$ cat config.mk
export PLATFORM = sky130hd
export DESIGN_NAME = instruction_fetch_stage
export DESIGN_NICKNAME = d
export VERILOG_FILES = /design/src/rtl/instruction_fetch_stage.sv
export SDC_FILE = /design/constraint.sdc
export NUM_CORES = 1
export LEC_CHECK = 0
export CAP_MARGIN = 30
export CELL_PAD_IN_SITES_DETAIL_PLACEMENT = 1
export CELL_PAD_IN_SITES_GLOBAL_PLACEMENT = 1
export CORE_ASPECT_RATIO = 0.6
export CORE_UTILIZATION = 33
export DETAILED_ROUTE_END_ITERATION = 12
export GPL_ROUTABILITY_DRIVEN = 0
export PLACE_DENSITY = 0.87
export SLEW_MARGIN = 15
export SYNTH_ARGS = -nofsm -noshare
export SYNTH_HDL_FRONTEND = slang
export SYNTH_SLANG_ARGS = --single-unit
$ cat constraint.sdc
create_clock -name Clock -period 2.29 [get_ports Clock]
set_clock_uncertainty 0.1 [all_clocks]
set_input_delay 0.458 -clock Clock [delete_from_list [all_inputs] [get_ports Clock]]
set_output_delay 0.458 -clock Clock [all_outputs]
set_load 0.005 [all_outputs]
$ cat src/rtl/instruction_fetch_stage.sv
// instruction_fetch_stage: IF stage with IF/ID pipeline register.
// Owns the PC and issues requests to instruction memory with a req/ready handshake.
// It buffers a returned word while the stage is stalled.
// A branch redirect from EXE loads a new PC and flushes IF/ID.
// Optional feature macro: FETCH_PERF_COUNT_EN adds stall and flush performance counters.
module instruction_fetch_stage #(
    parameter int unsigned ADDR_WIDTH  = 32,
    parameter int unsigned INSTR_WIDTH = 32,
    parameter int unsigned RESET_PC    = 0,
    parameter int unsigned PC_STEP     = 4
) (
    input  logic                   Clock,
    input  logic                   Reset_N,
    input  logic                   Hazard_Detected,
    input  logic                   Branch_Taken,
    input  logic [ADDR_WIDTH-1:0]  Branch_Target,
    output logic                   Instr_Mem_Req,
    output logic [ADDR_WIDTH-1:0]  Instr_Mem_Addr,
    input  logic                   Instr_Mem_Ready,
    input  logic [INSTR_WIDTH-1:0] Instr_Mem_Data,
    output logic [ADDR_WIDTH-1:0]  PC_IF_ID,
    output logic [INSTR_WIDTH-1:0] Instruction_IF_ID,
    output logic                   Valid_IF_ID,
`ifdef FETCH_PERF_COUNT_EN
    output logic [15:0]            Stall_Cycle_Count,
    output logic [15:0]            Flush_Count,
`endif
    output logic                   Fetch_Stall
);

    localparam logic [1:0] ST_IDLE = 2'd0;
    localparam logic [1:0] ST_REQ  = 2'd1;
    localparam logic [1:0] ST_WAIT = 2'd2;
    localparam logic [1:0] ST_HOLD = 2'd3;

    logic [1:0]             state_r,       state_s;
    logic [ADDR_WIDTH-1:0]  pc_r,          pc_s;
    logic [ADDR_WIDTH-1:0]  pc_if_id_r,    pc_if_id_s;
    logic [INSTR_WIDTH-1:0] instr_if_id_r, instr_if_id_s;
    logic                   valid_if_id_r, valid_if_id_s;
    logic [ADDR_WIDTH-1:0]  pend_pc_r,     pend_pc_s;
    logic [INSTR_WIDTH-1:0] pend_instr_r,  pend_instr_s;
    logic                   pend_valid_r,  pend_valid_s;
    logic [ADDR_WIDTH-1:0]  pc_inc_s;

    // Memory-facing outputs decode only registered state, so there is no input-to-output path.
    assign Instr_Mem_Req     = (state_r == ST_REQ) || (state_r == ST_WAIT);
    assign Instr_Mem_Addr    = pc_r;
    assign Fetch_Stall       = (state_r == ST_WAIT) || (state_r == ST_HOLD);
    assign PC_IF_ID          = pc_if_id_r;
    assign Instruction_IF_ID = instr_if_id_r;
    assign Valid_IF_ID       = valid_if_id_r;

    // Next-state logic; a branch redirect overrides stalls and returning data.
    always_comb begin
        state_s       = state_r;
        pc_s          = pc_r;
        pc_if_id_s    = pc_if_id_r;
        instr_if_id_s = instr_if_id_r;
        valid_if_id_s = valid_if_id_r;
        pend_pc_s     = pend_pc_r;
        pend_instr_s  = pend_instr_r;
        pend_valid_s  = pend_valid_r;
        pc_inc_s      = pc_r + ADDR_WIDTH'(PC_STEP);

        case (state_r)
            ST_IDLE: begin
                state_s = ST_REQ;
            end
            ST_REQ, ST_WAIT: begin
                if (Branch_Taken) begin
                    pc_s          = Branch_Target;
                    instr_if_id_s = {INSTR_WIDTH{1'b0}};
                    valid_if_id_s = 1'b0;
                    pend_valid_s  = 1'b0;
                    state_s       = ST_REQ;
                end else if (Instr_Mem_Ready) begin
                    pc_s = pc_inc_s;
                    if (!Hazard_Detected) begin
                        pc_if_id_s    = pc_r;
                        instr_if_id_s = Instr_Mem_Data;
                        valid_if_id_s = 1'b1;
                        state_s       = ST_REQ;
                    end else begin
                        pend_pc_s    = pc_r;
                        pend_instr_s = Instr_Mem_Data;
                        pend_valid_s = 1'b1;
                        state_s      = ST_HOLD;
                    end
                end else begin
                    state_s = ST_WAIT;
                    if (!Hazard_Detected) begin
                        instr_if_id_s = {INSTR_WIDTH{1'b0}};
                        valid_if_id_s = 1'b0;
                    end else begin
                        valid_if_id_s = valid_if_id_r;
                    end
                end
            end
            ST_HOLD: begin
                if (Branch_Taken) begin
                    pc_s          = Branch_Target;
                    instr_if_id_s = {INSTR_WIDTH{1'b0}};
                    valid_if_id_s = 1'b0;
                    pend_valid_s  = 1'b0;
                    state_s       = ST_REQ;
                end else if (!Hazard_Detected) begin
                    pc_if_id_s    = pend_pc_r;
                    instr_if_id_s = pend_instr_r;
                    valid_if_id_s = pend_valid_r;
                    pend_valid_s  = 1'b0;
                    state_s       = ST_REQ;
                end else begin
                    state_s = ST_HOLD;
                end
            end
            default: begin
                state_s = ST_IDLE;
            end
        endcase
    end

    // State, PC, IF/ID and pending-buffer registers with synchronous active-low reset.
    always_ff @(posedge Clock) begin
        if (!Reset_N) begin
            state_r       <= ST_IDLE;
            pc_r          <= ADDR_WIDTH'(RESET_PC);
            pc_if_id_r    <= {ADDR_WIDTH{1'b0}};
            instr_if_id_r <= {INSTR_WIDTH{1'b0}};
            valid_if_id_r <= 1'b0;
            pend_pc_r     <= {ADDR_WIDTH{1'b0}};
            pend_instr_r  <= {INSTR_WIDTH{1'b0}};
            pend_valid_r  <= 1'b0;
        end else begin
            state_r       <= state_s;
            pc_r          <= pc_s;
            pc_if_id_r    <= pc_if_id_s;
            instr_if_id_r <= instr_if_id_s;
            valid_if_id_r <= valid_if_id_s;
            pend_pc_r     <= pend_pc_s;
            pend_instr_r  <= pend_instr_s;
            pend_valid_r  <= pend_valid_s;
        end
    end

`ifdef FETCH_PERF_COUNT_EN
    logic [15:0] stall_cnt_r;
    logic [15:0] flush_cnt_r;

    assign Stall_Cycle_Count = stall_cnt_r;
    assign Flush_Count       = flush_cnt_r;

    // Saturating counters of stalled cycles and branch flush cycles.
    always_ff @(posedge Clock) begin
        if (!Reset_N) begin
            stall_cnt_r <= 16'h0000;
            flush_cnt_r <= 16'h0000;
        end else begin
            if ((Fetch_Stall || Hazard_Detected) && (stall_cnt_r != 16'hFFFF)) begin
                stall_cnt_r <= stall_cnt_r + 16'h0001;
            end else begin
                stall_cnt_r <= stall_cnt_r;
            end
            if (Branch_Taken && (flush_cnt_r != 16'hFFFF)) begin
                flush_cnt_r <= flush_cnt_r + 16'h0001;
            end else begin
                flush_cnt_r <= flush_cnt_r;
            end
        end
    end
`endif

endmodule

==> impl_summary.txt, run 1 <==
----------------------------------------------------
[Run status]
  Run status ... finished with violations
  Failing checks ... design-rule violations, negative setup slack

[Timing]
  Min setup slack post-route ... -0.01352 ns
  Worst Max-Slew Pin Slew ... 0.6778 ns
  Max-slew headroom at the worst pin ... 54.39%
  Final count of pins violating max slew ... 0
  Final hold violations ... 0
  Period utilisation layout ... 100.6%
  Upper clock frequency limit ... 434.1 MHz
  Time the worst path needs with I/O delays and setup ... 2.304 ns
  Setup violators final ... 1

[Setup path]
  Arr. time, crit path ... 2.56 ns
  Endpoint class of the critical path ... flop
  Startpoint class of the critical path ... flop
  Worst EP required ... 2.55 ns
  R2r endpoint ... Instr_Mem_Addr[20]
  Type of the setup path with the least slack ... reg -> reg
  Depth of the most critical reg-to-reg path ... 6
  Origin of the critical flop-to-flop path ... Instr_Mem_Addr[3]
  Worst-case register-to-register setup slack ... -0.01 ns
  Highest fanout seen on the critical path ... 5

[Power]
  Static leakage ... 3.482 nW
  Overall power ... 7.343 mW
  Power per Cell Area ... 702.1 nW/um2
  Worst supply voltage drop on vdd ... 0.5586 mV

[Global route]
  Via count of the first global-routing pass ... 7,661
  Grt ovf ... 0
  Pin count of the biggest net entering global routing ... 101
  Number of antenna violations at the first check in global routing ... 1
  Combined global-route utilization of all metal layers ... 24.67%
  Wire length of the first global-routing pass ... 43,060 um

[Yosys]
  Synth Instances ... 886
  Syn. warnings ... 0
  Avg Cell Area, Syn ... 8.191 um2
  Syn nets ... 959
  Ys async rst share ... 0%
  Number of enable-type register cells in the synthesized netlist ... 0
  Number of storage elements in the synthesis netlist ... 164
  Unique cell type count in the Yosys netlist ... 54
  Synthesized area ... 7257 um2
  Top FF cell, synth ... sky130_fd_sc_hd__dfxtp_1
  Sequential fraction of the synthesis area ... 45.24%

[Worst hold path]
  Hold EP ... pend_pc_r[6]
  Hold-critical path depth ... 2
  Path type of the worst min-delay path ... reg -> reg
  Launch instance of the worst min-delay path ... pend_pc_r[6]

[Routing]
  First-pass iteration count of the detailed router ... 11
  Top layer in use ... met4
  Total length of routed wires ... 28,200 um
  Sum of met2 wire segment lengths after detailed routing ... 11,850 um
  DRT met1 WL ... 13,610 um
  Total number of vias ... 7,652
  Via count normalized by instance count ... 5.581
  Met3 Wirelength ... 2185 um
  Wirelength per Cell ... 20.57 um
  Antenna-violating nets left ... 0
  Count of unresolved DRC violations after routing ... 11
  DR iter-0 viols ... 591

[Floorplanning]
  Die Footprint ... 22,610 um2
  Die X-Extent ... 193.4 um
  Floorplan die height ... 116.9 um
  Cell row count ... 41
  Number of primary I/O pins ... 168
  Core ar. ... 21,290 um2
  Initial Util ... 34.09%

[Clock network]
  Hold buffers post-CTS ... 0
  Longest Clk Path Bufs ... 2
  Clock Latency Late Sink ... 0.43 ns
  CTS tree ... built
  Total clock sinks ... 164
  Inserted Clock Buffers ... 17
  Number of H-tree levels ... 4
  Clock transition time at the flip-flop clock pins of the worst setup and hold paths ... 0.07 ns
  Master cell of the clock root buffer ... sky130_fd_sc_hd__clkbuf_16

[Place]
  Worst slack at placement ... -0.09059 ns
  DP Wirelength ... 19,110 um
  Number of buffers inserted by port buffering ... 167

[Cells and area]
  Area Overhead vs Synth ... 44.10%
  Fraction of layout cells with a size suffix above 1 ... 14.38%
  Layout net count ... 1,152
  Diodes inserted ... 0

[Flow run]
  Max Cap Viol ... 0

----------------------------------------------------
## kinds of logic (layout without fill, tap and decap cells)
group / Yosys count / count (layout) / synth area share [%]
mux: 40 / 40 / 5.534
flops: 164 / 164 / 45.24
simple gates: 337 / 337 / 20.16
buf+inv: 85 / 291 / 5.327
compound gates: 256 / 256 / 23.05
fa+ha+maj: 4 / 4 / 0.6897
## metrics by stage
| stage | std cells | TNS, ns | cell area (um2) | util [%] | hold WS, ns |
|---|---|---|---|---|---|
| floorplan | 886 | -0.02962 | 7276 | - | 0.3360 |
| global placement | 1335 | -0.02049 | 9728 | 45.70 | 0.3408 |
| detailed placement | 1335 | -1.294 | 9728 | 45.70 | 0.3488 |
| CTS | 1370 | 0 | 10400 | 48.87 | 0.3586 |
| global route | 1371 | -0.02786 | 10460 | 49.12 | 0.3775 |
| finish | 1371 | -0.01352 | 10460 | 49.12 | 0.3549 |
## layout make-up
class | instances | area, um2
timing repair buffer | 253 | 2480
fill | 2478 | 10830
clock inverter | 15 | 167.7
sequential | 164 | 3299
inverter | 6 | 25.02
clock buffer | 17 | 425.4
multi-input combinational | 637 | 3711
tap | 279 | 349.1
## flip-flops by register name, indices dropped and copies added (netlist names)
signal             flops
Valid_IF_ID            1
Instr_Mem_Addr        32
pend_valid_r           1
state_r                2
Instruction_IF_ID     32
pend_pc_r             32
PC_IF_ID              32
pend_instr_r          32
## what timing repair did
item	4_1_cts	5_1_grt
gates resized for setup	12	12
pin swaps	3	1
setup buffers	2	1
setup endpoints to repair	5	8
cloned	1	0
## worst max-delay path by stage
stage,from,end,slack [ns],cells after the start
after floorplan,Instr_Mem_Addr[2],Instr_Mem_Addr[20],-0.03,7
after global placement,Instr_Mem_Ready,PC_IF_ID[30],-0.02,7
after detailed placement,Branch_Taken,Instruction_IF_ID[10],-0.09,8
after CTS,state_r[0],Instr_Mem_Req,0.001,4
after global routing,Instr_Mem_Addr[2],Instr_Mem_Addr[20],-0.03,6
final,Instr_Mem_Addr[3],Instr_Mem_Addr[20],-0.01,6
## cell usage after synthesis (4+ instances only)
library cell,number,area (um2)
sky130_fd_sc_hd__a211oi_1,68,510.5
sky130_fd_sc_hd__clkbuf_1,62,232.7
sky130_fd_sc_hd__or4_1,4,30.03
sky130_fd_sc_hd__ha_1,4,50.05
sky130_fd_sc_hd__clkbuf_8,4,55.05
sky130_fd_sc_hd__mux2i_1,39,390.4
sky130_fd_sc_hd__dfxtp_1,164,3283
sky130_fd_sc_hd__inv_1,5,18.77
sky130_fd_sc_hd__or3_1,4,25.02
sky130_fd_sc_hd__buf_1,5,18.77
sky130_fd_sc_hd__a21oi_1,85,425.4
sky130_fd_sc_hd__nor4_1,10,62.56
sky130_fd_sc_hd__o22ai_1,11,68.82
sky130_fd_sc_hd__or2_2,6,37.54
sky130_fd_sc_hd__nor3_1,12,60.06
sky130_fd_sc_hd__nor2b_1,6,37.54
sky130_fd_sc_hd__nand2_1,169,634.4
sky130_fd_sc_hd__nand4_1,9,56.30
sky130_fd_sc_hd__o21ai_0,20,100.1
sky130_fd_sc_hd__a32oi_1,6,52.55
sky130_fd_sc_hd__a22oi_1,39,292.8
sky130_fd_sc_hd__nor2_1,86,322.8
sky130_fd_sc_hd__nand3_1,17,85.08
## power by group
part	internal, mW	total (mW)	switching (mW)
clock	1.64	2.96	1.33
sequential	3.00	3.12	0.118
combinational	0.634	1.27	0.632
total	5.27	7.34	2.08
## layout by cell type, fill, tap and decap left out, types with 3 or more instances in the layout
cell type,Yosys,layout
sky130_fd_sc_hd__a32oi_1,6,6
sky130_fd_sc_hd__dfxtp_2,0,7
sky130_fd_sc_hd__o21a_1,3,3
sky130_fd_sc_hd__nand3_1,17,15
sky130_fd_sc_hd__buf_4,2,73
sky130_fd_sc_hd__nand2_1,169,169
sky130_fd_sc_hd__nor3_1,12,11
sky130_fd_sc_hd__or2_2,6,6
sky130_fd_sc_hd__a22oi_1,39,39
sky130_fd_sc_hd__mux2i_1,39,39
sky130_fd_sc_hd__inv_1,5,3
sky130_fd_sc_hd__clkbuf_16,0,17
sky130_fd_sc_hd__o21ai_0,20,20
sky130_fd_sc_hd__clkinv_4,0,3
sky130_fd_sc_hd__nand4_1,9,9
sky130_fd_sc_hd__o22ai_1,11,11
sky130_fd_sc_hd__and3_1,3,3
sky130_fd_sc_hd__buf_12,0,11
sky130_fd_sc_hd__o221ai_1,3,3
sky130_fd_sc_hd__or4_4,0,3
sky130_fd_sc_hd__a211oi_1,68,67
sky130_fd_sc_hd__a31oi_1,3,3
sky130_fd_sc_hd__clkdlybuf4s50_1,0,165
sky130_fd_sc_hd__nor2_1,86,86
sky130_fd_sc_hd__nor2b_1,6,4
sky130_fd_sc_hd__ha_4,0,3
sky130_fd_sc_hd__dfxtp_1,164,155
sky130_fd_sc_hd__nor4_1,10,10
sky130_fd_sc_hd__inv_6,0,7
sky130_fd_sc_hd__nand2b_1,3,3
sky130_fd_sc_hd__or3_1,4,3
sky130_fd_sc_hd__a21oi_1,85,84
## per-layer routing
metal / track usage (%) / vias to the layer above
li1: - / 3557
met1: 34.93 / 3700
met2: 36.96 / 342
met3: 5.931 / 53
met4: 7.947 / 0
met5: 0 / -
## critical path, stage by stage, from the launching register on
cell and delay [ns]:
sky130_fd_sc_hd__dfxtp_2 0.37, sky130_fd_sc_hd__ha_4 0.16, sky130_fd_sc_hd__nand3_2 0.12, sky130_fd_sc_hd__or4_4 0.62, sky130_fd_sc_hd__or4_4 0.50, sky130_fd_sc_hd__a21o_1 0.19, sky130_fd_sc_hd__a31oi_1 0.17
Note: power is estimated with default switching activity, not from simulation.
==> run 2, diff against run 1 <==
--- a/config.mk
+++ b/config.mk
@@ -9,6 +9,7 @@
 export CELL_PAD_IN_SITES_DETAIL_PLACEMENT = 1
 export CELL_PAD_IN_SITES_GLOBAL_PLACEMENT = 1
 export CORE_ASPECT_RATIO = 0.6
+export CORE_MARGIN = 4
 export CORE_UTILIZATION = 33
 export DETAILED_ROUTE_END_ITERATION = 12
 export GPL_ROUTABILITY_DRIVEN = 0
==> constraint.sdc (replaced) <==
create_clock -name Clock -period 2.1 [get_ports Clock]
set_clock_uncertainty 0.1 [all_clocks]
set_input_delay 0.42 -clock Clock [delete_from_list [all_inputs] [get_ports Clock]]
set_output_delay 0.42 -clock Clock [all_outputs]
set_load 0.005 [all_outputs]
==> run 2 against run 1 <==
Compared with the run above: the flow finishes with violations (negative setup slack); combinational power grew 17%; power grew 12%; critical path depth shrank 1; setup slack lost 0.057 ns; via count grew 2.5%; first-iteration DRC count shrank 12%; fmax grew 6.1%; largest cell class unchanged.
==> impl_summary.txt, run 2 (synthesized netlist as in run 1, its figures left out) <==
----------------------------------------------------
[Timing]
  Min setup slack post-route ... -0.07049 ns
  RSZ-0062 raised after global routing ... yes
  Final count of pins violating max slew ... 0
  Upper clock frequency limit ... 460.7 MHz
  Time the worst path needs with I/O delays and setup ... 2.170 ns
  Worst Max-Slew Pin Slew ... 0.4734 ns
  Period utilisation layout ... 103.4%
  Final hold slack ... 0.3559 ns
  Max-slew headroom at the worst pin ... 68.15%
  Final hold violations ... 0
  Setup violators final ... 5

[Global route]
  Via count of the first global-routing pass ... 7,916
  Combined global-route utilization of all metal layers ... 23.33%
  Wire length of the first global-routing pass ... 44,440 um
  Number of antenna violations at the first check in global routing ... 0
  Pin count of the biggest net entering global routing ... 67
  Grt ovf ... 0

[Clock network]
  Inserted Clock Buffers ... 17
  Hold buffers post-CTS ... 0
  Longest Clk Path Bufs ... 2
  Number of H-tree levels ... 4
  Master cell of the clock root buffer ... sky130_fd_sc_hd__clkbuf_16
  CTS tree ... built
  Clock Latency Late Sink ... 0.45 ns
  Clock transition time at the flip-flop clock pins of the worst setup and hold paths ... 0.07 ns
  Total clock sinks ... 164

[Cells and area]
  Final standard cell utilization of the core ... 51.40%
  Diodes inserted ... 0
  Layout net count ... 1,181
  Most common cell after layout, fill and taps aside ... sky130_fd_sc_hd__nand2_1
  Fraction of layout cells with a size suffix above 1 ... 18.29%
  Commonest non-fill, non-tap cells in the layout ... sky130_fd_sc_hd__nand2_1 (168), sky130_fd_sc_hd__clkdlybuf4s50_1 (165), sky130_fd_sc_hd__dfxtp_1 (149), sky130_fd_sc_hd__buf_4 (90), sky130_fd_sc_hd__nor2_1 (86)
  Area Overhead vs Synth ... 50.78%

[Setup path]
  Critical path buffer and inverter count ... 0
  Highest fanout seen on the critical path ... 3
  Cells along the critical path ... nand4_1, or4_4, or3_4, or4_4, a31oi_1
  Worst EP required ... 2.37 ns
  Arr. time, crit path ... 2.44 ns
  Most common cell type on the critical path ... sky130_fd_sc_hd__or4_4
  Family with the most delay on the worst path ... simple AND/OR/NAND/NOR gates
  CP max stage delay ... 0.45 ns
  Cell with the biggest individual delay on the critical path ... sky130_fd_sc_hd__or4_4
  Startpoint class of the critical path ... flop
  Type of the setup path with the least slack ... reg -> reg
  Endpoint class of the critical path ... flop

[Routing]
  DR iter-0 viols ... 522
  Count of unresolved DRC violations after routing ... 0
  Total length of routed wires ... 29,970 um
  Total number of vias ... 7,845
  Antenna-violating nets left ... 0
  Met3 Wirelength ... 2602 um
  Via count normalized by instance count ... 5.604
  Wirelength per Cell ... 21.41 um
  DRT met1 WL ... 13,770 um
  First-pass iteration count of the detailed router ... 5
  Top layer in use ... met4
  Sum of met2 wire segment lengths after detailed routing ... 13,130 um

[Floorplanning]
  Initial Util ... 34.09%
  Core ar. ... 21,290 um2
  Die Footprint ... 24,500 um2
  Die X-Extent ... 199.4 um
  Number of primary I/O pins ... 168
  Floorplan die height ... 122.9 um
  Cell row count ... 41

[Power]
  Worst supply voltage drop on vdd ... 0.6237 mV
  Static leakage ... 3.762 nW
  Power per Cell Area ... 748.8 nW/um2
  Overall power ... 8.193 mW

[Worst hold path]
  Path type of the worst min-delay path ... reg -> reg

[Run status]
  Failing checks ... negative setup slack
  Run status ... finished with violations

[Place]
  Number of buffers inserted by port buffering ... 167
  Worst slack at placement ... -0.2526 ns
  DP Wirelength ... 20,810 um

[Flow run]
  Max Cap Viol ... 0

----------------------------------------------------
[run 2: cell types whose count changed in the layout (fill, tap and decap cells not counted), sizes merged]
cell,previous run,this run
buf,86,113
clkinv,4,1
dlygate4sd2,1,2
clkbuf,17,19
inv,13,16
dlymetal6s2s,1,0
[run 2: worst paths after layout]
path | to | cells after the start | slack [ns] | from
worst min-delay path | pend_instr_r[10] | 2 | 0.36 | pend_instr_r[10]
worst max register to register | Instr_Mem_Addr[21] | 5 | -0.07 | Instr_Mem_Addr[7]
worst max-delay path | Instr_Mem_Addr[21] | 5 | -0.07 | Instr_Mem_Addr[7]
worst min register to register | pend_instr_r[10] | 2 | 0.36 | pend_instr_r[10]
[run 2: repair_timing]
item,4_1_cts,5_1_grt
pin swaps,5,6
buffers inserted,3,1
gates cloned,0,2
endpoints found under the setup margin,24,42
gates resized for setup,21,19
[run 2: final cells by class]
cell class	instances	area, um2
clock buffer	17	425.4
tap	279	349.1
timing repair buffer	282	2820
fill	2411	10350
sequential	164	3309
inverter	6	25.02
multi-input combinational	637	3826
clock inverter	15	186.4
[run 2: per-layer routing]
metal	up-vias	global-route usage (%)
met4	0	6.658
met1	3855	32.76
met3	45	6.941
met2	333	34.88
met5	-	0
li1	3612	-
[run 2: worst reg2reg max path: stages (launching register included)]
cell	delay (ns)
sky130_fd_sc_hd__dfxtp_1	0.41
sky130_fd_sc_hd__nand4_1	0.15
sky130_fd_sc_hd__or4_4	0.45
sky130_fd_sc_hd__or3_4	0.42
sky130_fd_sc_hd__or4_4	0.41
sky130_fd_sc_hd__a31oi_1	0.15
[run 2: where the power goes]
| part | switching (mW) | internal [mW] | total (mW) |
|---|---|---|---|
| sequential | 0.126 | 3.27 | 3.40 |
| clock | 1.49 | 1.82 | 3.31 |
| combinational | 0.740 | 0.749 | 1.49 |
[run 2: stage by stage]
| step | cell area [um2] | TNS, ns | instances |
|---|---|---|---|
| finish | 10940 | -0.1700 | 1400 |
| floorplan | 7386 | -0.2151 | 886 |
| detailed placement | 10080 | -13.36 | 1362 |
| global route | 10940 | -0.3878 | 1400 |
| CTS | 10800 | -0.1222 | 1397 |
| global placement | 10080 | -8.080 | 1362 |
==> run 3, diff against run 2 <==
--- a/config.mk
+++ b/config.mk
@@ -10,10 +10,10 @@
 export CELL_PAD_IN_SITES_GLOBAL_PLACEMENT = 1
 export CORE_ASPECT_RATIO = 0.6
 export CORE_MARGIN = 4
-export CORE_UTILIZATION = 33
+export CORE_UTILIZATION = 37
 export DETAILED_ROUTE_END_ITERATION = 12
 export GPL_ROUTABILITY_DRIVEN = 0
-export PLACE_DENSITY = 0.87
+export PLACE_DENSITY = 0.91
 export SLEW_MARGIN = 15
 export SYNTH_ARGS = -nofsm -noshare
 export SYNTH_HDL_FRONTEND = slang
==> constraint.sdc (replaced) <==
create_clock -name Clock -period 2 [get_ports Clock]
set_clock_uncertainty 0.1 [all_clocks]
set_input_delay 0.4 -clock Clock [delete_from_list [all_inputs] [get_ports Clock]]
set_output_delay 0.4 -clock Clock [all_outputs]
set_load 0.005 [all_outputs]
==> run 3 against run 2 <==
Compared with the run above: the run still ends with negative setup slack left; sequential power grew 6.2%; clock power increased by 6%; final cell count rose by 1.6%; first-iteration DRC count up 140%; non-clock buffer count up 36; critical endpoint is now Instr_Mem_Addr[20]; largest cell class unchanged; largest power group unchanged; highest routed layer unchanged.
==> impl_summary.txt, run 3 (synthesized netlist as in run 1, its figures left out) <==
----------------------------------------------------
[Power]
  Internal Power ... 6.218 mW
  Static leakage ... 4.218 nW
  Switching part of the total ... 32.48%
  Net Switching ... 2.991 mW
  Worst supply voltage drop on vdd ... 0.6964 mV
  Overall power ... 9.209 mW
  Clock power frac ... 38.0%
  Register share of total power ... 39.2%
  Comb pwr share ... 22.8%
  Power per Cell Area ... 770.5 nW/um2

[Place]
  Number of buffers inserted by port buffering ... 167
  DP Wirelength ... 20,740 um
  Total placed cells including tap cells ... 1,352

[Global route]
  Pin count of the biggest net entering global routing ... 67
  Grt ovf ... 0
  Via count of the first global-routing pass ... 8,600
  Wire length of the first global-routing pass ... 50,400 um
  Combined global-route utilization of all metal layers ... 29.53%
  Number of antenna violations at the first check in global routing ... 0

[Setup path]
  Highest fanout seen on the critical path ... 3
  CP max stage delay ... 0.57 ns
  Family with the most delay on the worst path ... simple AND/OR/NAND/NOR gates
  Startpoint class of the critical path ... flop
  Worst EP required ... 2.27 ns
  Arr. time, crit path ... 2.49 ns
  Most common cell type on the critical path ... sky130_fd_sc_hd__or4_4
  Cell with the biggest individual delay on the critical path ... sky130_fd_sc_hd__or4_4
  Critical path buffer and inverter count ... 1
  Type of the setup path with the least slack ... reg -> reg
  Cells along the critical path ... nand2_1, buf_4, or4_4, or4_4, a21o_1, a31oi_2
  Endpoint class of the critical path ... flop

[Timing]
  Time the worst path needs with I/O delays and setup ... 2.219 ns
  Final hold slack ... 0.3588 ns
  Max-slew headroom at the worst pin ... 56.29%
  Worst Max-Slew Pin Slew ... 0.6557 ns
  Setup violators final ... 129
  RSZ-0062 raised after global routing ... yes
  Final hold violations ... 0
  Upper clock frequency limit ... 450.7 MHz
  Final count of pins violating max slew ... 0
  Period utilisation layout ... 110.9%
  Min setup slack post-route ... -0.2187 ns

[Floorplanning]
  Floorplan die height ... 116.5 um
  Die X-Extent ... 188.8 um
  Die Footprint ... 21,990 um2
  Core ar. ... 19,130 um2
  Number of primary I/O pins ... 168
  Cell row count ... 39
  Initial Util ... 37.94%

[Run status]
  Run status ... finished with violations
  Failing checks ... negative setup slack

[Routing]
  Met3 Wirelength ... 5429 um
  Top layer in use ... met4
  Count of unresolved DRC violations after routing ... 0
  Via count normalized by instance count ... 6.532
  First-pass iteration count of the detailed router ... 5
  Antenna-violating nets left ... 0
  Total number of vias ... 9,295
  Wirelength per Cell ... 30.63 um
  DR iter-0 viols ... 1,259
  DRT met1 WL ... 16,580 um
  Total length of routed wires ... 43,580 um
  Sum of met2 wire segment lengths after detailed routing ... 19,060 um

[Cells and area]
  Diodes inserted ... 0
  Commonest non-fill, non-tap cells in the layout ... sky130_fd_sc_hd__nand2_1 (164), sky130_fd_sc_hd__clkdlybuf4s50_1 (160), sky130_fd_sc_hd__dfxtp_1 (138), sky130_fd_sc_hd__buf_4 (87), sky130_fd_sc_hd__a21oi_1 (77)
  Fraction of layout cells with a size suffix above 1 ... 29.73%
  Area Overhead vs Synth ... 64.69%
  Final standard cell utilization of the core ... 62.48%
  Layout net count ... 1,217
  Most common cell after layout, fill and taps aside ... sky130_fd_sc_hd__nand2_1
  # fillers ... 2,126
  Final cell count without fillers ... 1,423

[Worst hold path]
  Path type of the worst min-delay path ... reg -> reg

[Clock network]
  Inserted Clock Buffers ... 17
  Clock transition time at the flip-flop clock pins of the worst setup and hold paths ... 0.09 ns
  Hold buffers post-CTS ... 0
  Master cell of the clock root buffer ... sky130_fd_sc_hd__clkbuf_16
  Number of H-tree levels ... 4
  Longest Clk Path Bufs ... 2
  Clock Latency Late Sink ... 0.46 ns
  CTS tree ... built
  Total clock sinks ... 164

[Flow run]
  Max Cap Viol ... 0

----------------------------------------------------
run 3: cell count changes in the layout (fill, tap and decap cells not counted), sizes merged, moves of 4 or more:
cell / before / now
clkbuf: 19 / 25
buf: 113 / 144
clkdlybuf4s50: 165 / 160
dlymetal6s2s: 0 / 4
run 3: timing repair:
| action | in CTS | in global routing |
|---|---|---|
| gates resized for setup | 58 | 157 |
| setup buffers | 3 | 23 |
| pin swaps | 17 | 70 |
| setup endpoints to repair | 55 | 120 |
| gates cloned | 3 | 12 |
| endpoints found under the hold margin | 0 | 0 |
run 3: power by group through the flow:
stage	sequential [mW]	combinational, mW	clock, mW
4_1_cts	3.57	1.55	3.40
2_1_floorplan	3.63	0.602	0
3_5_place_dp	3.63	1.45	0
5_1_grt	3.62	2.14	3.61
6_report	3.61	2.10	3.50
3_3_place_gp	3.61	1.40	0
run 3: cell type report:
type	count	area (um2)	area share, %
Tap cell	266	332.8	2.785
Clock buffer	17	425.4	3.559
Multi-Input combinational cell	637	4285	35.86
Sequential cell	164	3338	27.93
Timing Repair Buffer	318	3376	28.25
Clock inverter	15	163.9	1.371
Inverter	6	30.03	0.2513
run 3: routing by layer:
layer	global-route usage [%]	vias up
met4	11.31	0
met1	38.53	4463
met2	46.90	881
met3	8.722	262
met5	0	-
li1	-	3689
run 3: final timing paths:
| kind | cells after the start | endpoint | from | slack [ns] |
|---|---|---|---|---|
| max | 6 | Instr_Mem_Addr[20] | Instr_Mem_Addr[14] | -0.22 |
| min | 2 | pend_pc_r[0] | pend_pc_r[0] | 0.36 |
| max reg2reg | 6 | Instr_Mem_Addr[20] | Instr_Mem_Addr[14] | -0.22 |
| min reg2reg | 2 | pend_pc_r[0] | pend_pc_r[0] | 0.36 |
run 3: metrics by stage:
stage	instance area (um2)	TNS (ns)	worst slack, ns
2_1_floorplan	7428	-0.4413	-0.2198
3_3_place_gp	10020	-21.32	-0.2136
3_5_place_dp	10020	-28.08	-0.3236
4_1_cts	10910	-0.5209	-0.1091
5_1_grt	11950	-11.48	-0.2740
6_report	11950	-7.137	-0.2187
run 3: worst min-delay path, cell delays in order, from the launching register on:
cell                      delay (ns)
sky130_fd_sc_hd__dfxtp_1        0.31
sky130_fd_sc_hd__nand2_1        0.05
sky130_fd_sc_hd__a21oi_1        0.05
